$ cat src/rtl/load_store_unit.sv
// Multi-cycle load/store unit: issues a req/ack data-bus transaction for the core's loads and stores.
// Optional LSU_MISALIGN_CHECK_EN: misaligned half/word accesses skip the bus and pulse misalign.
module load_store_unit #(
  parameter int ADDR_W = 32
) (
  input  logic              clk,
  input  logic              reset,
  input  logic              mem_read,
  input  logic              mem_write,
  input  logic [2:0]        funct3,
  input  logic [ADDR_W-1:0] alu_result,
  input  logic [31:0]       store_data,
  output logic [31:0]       load_data,
  output logic              load_valid,
  output logic              stall,
  output logic              misalign,
  output logic              dbus_req,
  output logic              dbus_we,
  output logic [ADDR_W-1:0] dbus_addr,
  output logic [31:0]       dbus_wdata,
  output logic [3:0]        dbus_wstrb,
  input  logic              dbus_ack,
  input  logic [31:0]       dbus_rdata,
  output logic [1:0]        fsm_state
);

  // Handshake: dbus_req rises on REQ entry and holds, with all bus outputs stable,
  // through the cycle in which dbus_ack is sampled high; dbus_ack is ignored outside REQ.
  typedef enum logic [1:0] {IDLE = 2'd0, REQ = 2'd1, DONE = 2'd2} state_t;

  state_t      state;
  logic [1:0]  addr_lo_q;
  logic [2:0]  f3_q;
  logic        write_q;
  logic        access;
  logic        skip_req;
  logic [3:0]  strb_next;
  logic [31:0] wdata_next;
  logic [7:0]  byte_sel;
  logic [15:0] half_sel;
  logic [31:0] ext_data;

  assign access    = mem_read | mem_write;
  assign stall     = ((state == IDLE) && access) || (state == REQ);
  assign fsm_state = state;

  always_comb begin
    strb_next  = 4'b0000;
    wdata_next = store_data;
    if (funct3[1]) begin
      strb_next  = 4'b1111;
      wdata_next = store_data;
    end else if (funct3[0]) begin
      strb_next  = 4'b0011 << {alu_result[1], 1'b0};
      wdata_next = {2{store_data[15:0]}};
    end else begin
      strb_next  = 4'b0001 << alu_result[1:0];
      wdata_next = {4{store_data[7:0]}};
    end
    if (!mem_write) strb_next = 4'b0000;
  end

  // Lane select and extension of the returned word, using the latched address/funct3.
  always_comb begin
    byte_sel = 8'h00;
    case (addr_lo_q)
      2'd0:    byte_sel = dbus_rdata[7:0];
      2'd1:    byte_sel = dbus_rdata[15:8];
      2'd2:    byte_sel = dbus_rdata[23:16];
      default: byte_sel = dbus_rdata[31:24];
    endcase
    half_sel = addr_lo_q[1] ? dbus_rdata[31:16] : dbus_rdata[15:0];
    if (f3_q[1])
      ext_data = dbus_rdata;
    else if (f3_q[0])
      ext_data = f3_q[2] ? {16'h0000, half_sel} : {{16{half_sel[15]}}, half_sel};
    else
      ext_data = f3_q[2] ? {24'h000000, byte_sel} : {{24{byte_sel[7]}}, byte_sel};
  end

`ifdef LSU_MISALIGN_CHECK_EN
  assign skip_req = funct3[1] ? (alu_result[1:0] != 2'b00) : (funct3[0] & alu_result[0]);

  always_ff @(posedge clk or negedge reset) begin
    if (!reset) misalign <= 1'b0;
    else        misalign <= (state == IDLE) && access && skip_req;
  end
`else
  assign skip_req = 1'b0;
  assign misalign = 1'b0;
`endif

  always_ff @(posedge clk or negedge reset) begin
    if (!reset) begin
      state      <= IDLE;
      addr_lo_q  <= 2'b00;
      f3_q       <= 3'b000;
      write_q    <= 1'b0;
      load_data  <= 32'h0;
      load_valid <= 1'b0;
      dbus_req   <= 1'b0;
      dbus_we    <= 1'b0;
      dbus_addr  <= '0;
      dbus_wdata <= 32'h0;
      dbus_wstrb <= 4'b0000;
    end else begin
      load_valid <= 1'b0;
      case (state)
        IDLE: begin
          if (access) begin
            addr_lo_q <= alu_result[1:0];
            f3_q      <= funct3;
            write_q   <= mem_write;
            if (skip_req) begin
              state <= DONE;
            end else begin
              state      <= REQ;
              dbus_req   <= 1'b1;
              dbus_we    <= mem_write;
              dbus_addr  <= {alu_result[ADDR_W-1:2], 2'b00};
              dbus_wdata <= wdata_next;
              dbus_wstrb <= strb_next;
            end
          end
        end
        REQ: begin
          if (dbus_ack) begin
            state      <= DONE;
            dbus_req   <= 1'b0;
            dbus_we    <= 1'b0;
            dbus_wstrb <= 4'b0000;
            if (!write_q) begin
              load_data  <= ext_data;
              load_valid <= 1'b1;
            end
          end
        end
        DONE:    state <= IDLE;
        default: state <= IDLE;
      endcase
    end
  end

endmodule

$ cat config.mk
export PLATFORM = sky130hd
export DESIGN_NAME = load_store_unit
export DESIGN_NICKNAME = d
export VERILOG_FILES = /design/src/rtl/load_store_unit.sv
export SDC_FILE = /design/constraint.sdc
export NUM_CORES = 1
export LEC_CHECK = 0
export CAP_MARGIN = 5
export CORE_ASPECT_RATIO = 1.25
export CORE_UTILIZATION = 43
export DETAILED_ROUTE_END_ITERATION = 6
export PLACE_DENSITY_LB_ADDON = 0.08
export SYNTH_ARGS = -nofsm -noshare
export SYNTH_HDL_FRONTEND = slang
export SYNTH_SLANG_ARGS = --single-unit
$ cat constraint.sdc
create_clock -name clk -period 5.5 [get_ports clk]
set_input_delay 1.1 -clock clk [delete_from_list [all_inputs] [get_ports clk]]
set_output_delay 1.1 -clock clk [all_outputs]
set_load 0.01 [all_outputs]
# --- Word level (Yosys, flattened, before mapping) ---
# Cells that the tools add are included.
word_totals:
  reg_bits: 109
  input_bits: 104
  wordCells: 54
classes:
  eq_ne: 5
  shifts: 2
  muxes: 25
  n_bitwise: 2
  n_reduce_logical: 9
op_table:
  columns: ["cell", "n"]
  rows:
  - ["$mux W32", 6]
  - ["$pmux W8 S3", 1]
  - ["$mux W4", 5]
  - ["$mux W16", 1]
  - ["$pmux W4 S2", 1]
  - ["$mux W1", 6]
  - ["$reduce_and A3 Y1", 2]
  - ["$eq A2 B1 Y1 const B", 2]
  - ["$logic_not A2 Y1", 2]
  - ["$mux W2", 2]
  - ["$ne A2 B2 Y1 const B", 2]
  - ["$pmux W1 S2", 2]
  - ["$pmux W2 S2", 1]
  - ["$reduce_and A2 Y1", 2]
  - ["$shl A1 B2 Y4 const A", 1]
  - ["$shl A2 B2 Y4 const A", 1]
  - ["$eq A2 B2 Y1 const B", 1]
  - ["$reduce_bool A2 Y1", 1]
  - ["$logic_and A1 B1 Y1", 1]
  - ["$logic_or A1 B1 Y1", 1]
  - ["$not A1 Y1", 1]
  - ["$or A1 B1 Y1", 1]

# --- Depth between registers and ports, before layout ---
depth:
  ltp_word: 6
  mapped_depth: 8
  depth_no_buf: 6

# --- Worst setup path after synthesis ---
# No wires, ideal clock.
synth_timing:
  kind: "input to output"
  start: "in mem_write"
  end: "out stall"
  arrival_time_ns: 2.176
  required_ns: 4.400
  slack_ns: 2.224
  cell_stages: 5
  path_cell_list: "o21ai_1 -> buf_2 -> buf_2 -> clkbuf_1 -> nand2_1"
synth_via:
  elab_chain_cells: 3
synth_rtl:
  columns: ["element", "line_no", "source"]
  rows:
  - ["start, declared", "9", "input logic mem_write,"]
  - ["$or A1 B1 Y1", "43", "assign access = mem_read | mem_write;"]
  - ["$logic_and A1 B1 Y1", "44", "assign stall = ((state == IDLE) && access) || (state == REQ);"]
  - ["$logic_or A1 B1 Y1", "44", null]
  - ["end, declared", "15", "output logic stall,"]
# No other way between the ends.

# --- Worst setup path in the final report ---
layout_timing:
  start: "in dbus_ack"
  end: "reg load_data[2]"
layout_via:
  elab_chain_cells: 1
layout_rtl:
  columns: ["element", "line_no", "source"]
  rows:
  - ["start, declared", "22", "input logic dbus_ack,"]
  - ["$reduce_and A3 Y1 (no line)", null, null]
  - ["end signal, assigned", "133", "load_data <= ext_data;"]
  - ["end, declared", "13", "output logic [31:0] load_data,"]
# No other way between the ends.
# A chain may end at the register's enable or synchronous reset.

==> impl_metrics.yaml <==
outcome:
  run_status: "finished, violations left"
  violations: "DRC"
clocking:
  cts.clk_slew.worst_paths_ps: 70
  clk-insertion-delay-late_ps: 350
  cts.path.max_buffers: 2
  cts_hold_buffers: 0
  cts_tree: "built"
  ctsHtreeMaxLevel: 3
  tritoncts_num_sinks: 109
  cts_buffers: 9
  postCtsResizedCells: 0
  cts_setup_buffers: 0
  root_buffer: "sky130_fd_sc_hd__clkbuf_16"
logic_synthesis:
  syn_area_um2: 4970
  yosys.cell_count.top_type: "sky130_fd_sc_hd__dfrtp_1"
  yosys-top-cells-count: "sky130_fd_sc_hd__dfrtp_1 (109), sky130_fd_sc_hd__nand2_1 (66), sky130_fd_sc_hd__mux2_2 (52)"
  post_synthesis_register_bit_count: 109
  syn-mean-instance-area_um2: 11.1
  netlist_instances: 448
  post_synth_top_area_cell: "sky130_fd_sc_hd__dfrtp_1"
  synth.yosys.warnings: 0
  ys_async_sr_fraction_pct: 100
  synth_enable_flop_cells: 0
  synth_flop_cell: "sky130_fd_sc_hd__dfrtp_1"
  yosysSeqAreaShare_pct: 54.9
  synth.area.top_cells: "sky130_fd_sc_hd__dfrtp_1 (55%), sky130_fd_sc_hd__mux2_2 (12%), sky130_fd_sc_hd__mux2i_1 (5.6%), sky130_fd_sc_hd__nand2_1 (5.0%), sky130_fd_sc_hd__o21ai_0 (3.1%)"
  count_of_cell_types_in_the_netlist: 33
  synth_top_area_share_pct: 54.9
placed_design:
  routabilityCongestion: 0.796
  portBuffers: 207
  dpl_worst_slack_ps: 1660
  dp_wirelength_mm: 9.63
power_and_ir_drop:
  internal_power_w: 0.00271
  switching_share_of_power_pct: 33.2
  vdd_ir_drop_max_uv: 267
  power-per-cell-area_nw_per_um2: 546
  post-layout-total-power_w: 0.00405
  power_frac_clock_pct: 18.0
  pwr-share-comb_pct: 46.0
  switching_power_of_the_nets_w: 0.00134
  leakagePower_nw: 3.19
  share_seq_of_total_power_pct: 36.0
detailed_routing:
  first_drt_pass_iteration_count: 7
  route.final.wire_length_mm: 13.3
  drc: 16
  route.detailed.wl_per_inst_um: 17.1
  detailroute.via_count: 4100
  postRouteAntennaNets: 0
  drt_first_iter_violations: 143
  post_drt_via_cell_ratio: 5.28
timing:
  final_min_period_over_clock_period_pct: 64.0
  max_freq_mhz: 284
  clock_skew_ps: 9.25
  relSlewSlack_pct: 29.5
  finalSetupViolations: 0
  timing_hold_violations_final: 0
  setup_tns_ps: 0
  worst_slack_ps: 1980
  maxSlewViolCount: 0
  rsz_0062_raised_after_global_routing: "false"
  period_needed_ps: 3520
  tightest_slew_ps: 1060
global_routing:
  grt-ovfl-total: 0
  largest_net_degree_at_the_start_of_global_routing: 95
  grt_use_total_pct: 22.5
  antenna_found_initial: 0
  number_of_global_route_vias_before_repair: 4186
  global_route_wire_length_before_repair_mm: 21.0
setup_path:
  setup.worst_path.class: "input port to flip-flop"
  critPathCaptureType: "flip-flop"
  critPathRequiredTime_ps: 5750
  crit_arrival_ps: 3770
  cp_max_fo: 37
  worstSetupStartpointType: "input port"
  reg2reg_setup_slack_ps: 2670
  crit-reg2reg-launch: "fsm_state[1]"
  regToRegEndpoint: "load_data[2]"
  reg2regPathDepth: 5
floorplanning:
  chipWidth_um: 98.2
  number_of_primary_i_o_pins: 211
  fp.dieArea_um2: 12000
  std_cell_rows: 43
  die_h_um: 122
  core_region_area_um2: 11200
  initial_core_util_pct: 44.4
layout:
  net_count_reported_at_finish: 741
  layout-area-overhead-vs-synth_pct: 49.3
  drive_above_1_share_pct: 13.1
  num-fill-cells: 885
  insertedDiodeCount: 0
worst_hold_path:
  whs_path_depth: 2
  min_from: "dbus_wdata[29]"
  hp-class: "flip-flop to flip-flop"
  worst_hold_endpoint: "dbus_wdata[29]"
job:
  drv.max_cap_violation_count: 0
## cells in the final DEF (no fill, tap or decap), drive strengths merged
master and count:
mux2i 28, or3 3, mux2 52, o31ai 11, nor3 1, o22ai 1
o221ai 6, dfrtp 109, nor2b 15, o21ai 32, and3 1, nand2 66
clkinvlp 1, nand3b 8, mux4 1, inv 5, buf 4, clkdlybuf4s50 206
a211oi 6, or4 1, nand3 32, nand2b 4, clkbuf 11, bufinv 3
a211o 1, conb 3, a21oi 16, nor2 13, o21ba 1
## sequential cells by signal, indices dropped and copies added (netlist names)
name,cells
addr_lo_q,2
dbus_addr,30
dbus_req,1
dbus_wdata,32
dbus_we,1
dbus_wstrb,4
f3_q,3
fsm_state,2
load_data,32
load_valid,1
write_q,1
## logic make-up (layout without fill, tap and decap cells)
logic type | Yosys count | count (layout) | share of synthesized area [%]
AND/OR/NAND/NOR | 144 | 144 | 14.6
flip-flops | 109 | 109 | 54.9
multiplexers | 81 | 81 | 17.9
AO/OA/AOI/OAI | 74 | 74 | 9.06
buffers and inverters | 39 | 230 | 3.55
other | 1 | 3 | 0.0755
## per-stage QoR
step                hold slack (ps)  cells  cell area, µm²  utilization (%)
floorplan                       439    450            4980                -
global placement                457    761            7090             63.4
detailed placement              464    761            7090             63.4
CTS                             480    776            7420             66.3
global route                    495    776            7420             66.3
finish                          478    776            7420             66.3
## critical path, cell delays in order
cell and delay (ps):
sky130_fd_sc_hd__clkdlybuf4s50_1 470, sky130_fd_sc_hd__inv_1 60, sky130_fd_sc_hd__or3_1 750, sky130_fd_sc_hd__inv_2 610, sky130_fd_sc_hd__o21ai_0 450, sky130_fd_sc_hd__o221ai_1 320
## cell type report
cell class	count	area (µm²)	area share, %
Sequential cell	109	2730	36.7
Timing Repair Buffer	210	2090	28.2
Multi-Input combinational cell	302	2080	28.1
Clock buffer	11	233	3.14
Tap cell	135	169	2.28
Clock inverter	4	97.6	1.31
Inverter	5	18.8	0.253
## power by group through the flow
stage	sequential [W]	combinational (W)	clock [W]
global route	0.00151	0.00201	0.000775
floorplan	0.00157	0.000762	0
detailed placement	0.00147	0.00188	0
CTS	0.00146	0.00189	0.000740
global placement	0.00145	0.00185	0
finish	0.00146	0.00186	0.000729
## worst max path at each step
stage / start / endpoint / slack [ps] / cells past startpoint
after floorplan: mem_write / stall / 2220 / 5
after global placement: dbus_ack / load_data[3] / 1820 / 6
after detailed placement: dbus_ack / load_data[4] / 1660 / 6
after CTS: dbus_ack / load_data[4] / 2020 / 6
after global routing: dbus_ack / load_data[5] / 1800 / 6
final: dbus_ack / load_data[2] / 1980 / 6
## layer usage
layer | track usage (%) | part of all wire [%] | vias to the layer above
met5 | 0 | 0 | -
met4 | 7.28 | 1.7 | 0
met3 | 7.75 | 8.8 | 17
met2 | 39.1 | 51 | 157
met1 | 26.0 | 38 | 1991
li1 | - | - | 1935
Note: power is estimated with default switching activity, not from simulation.
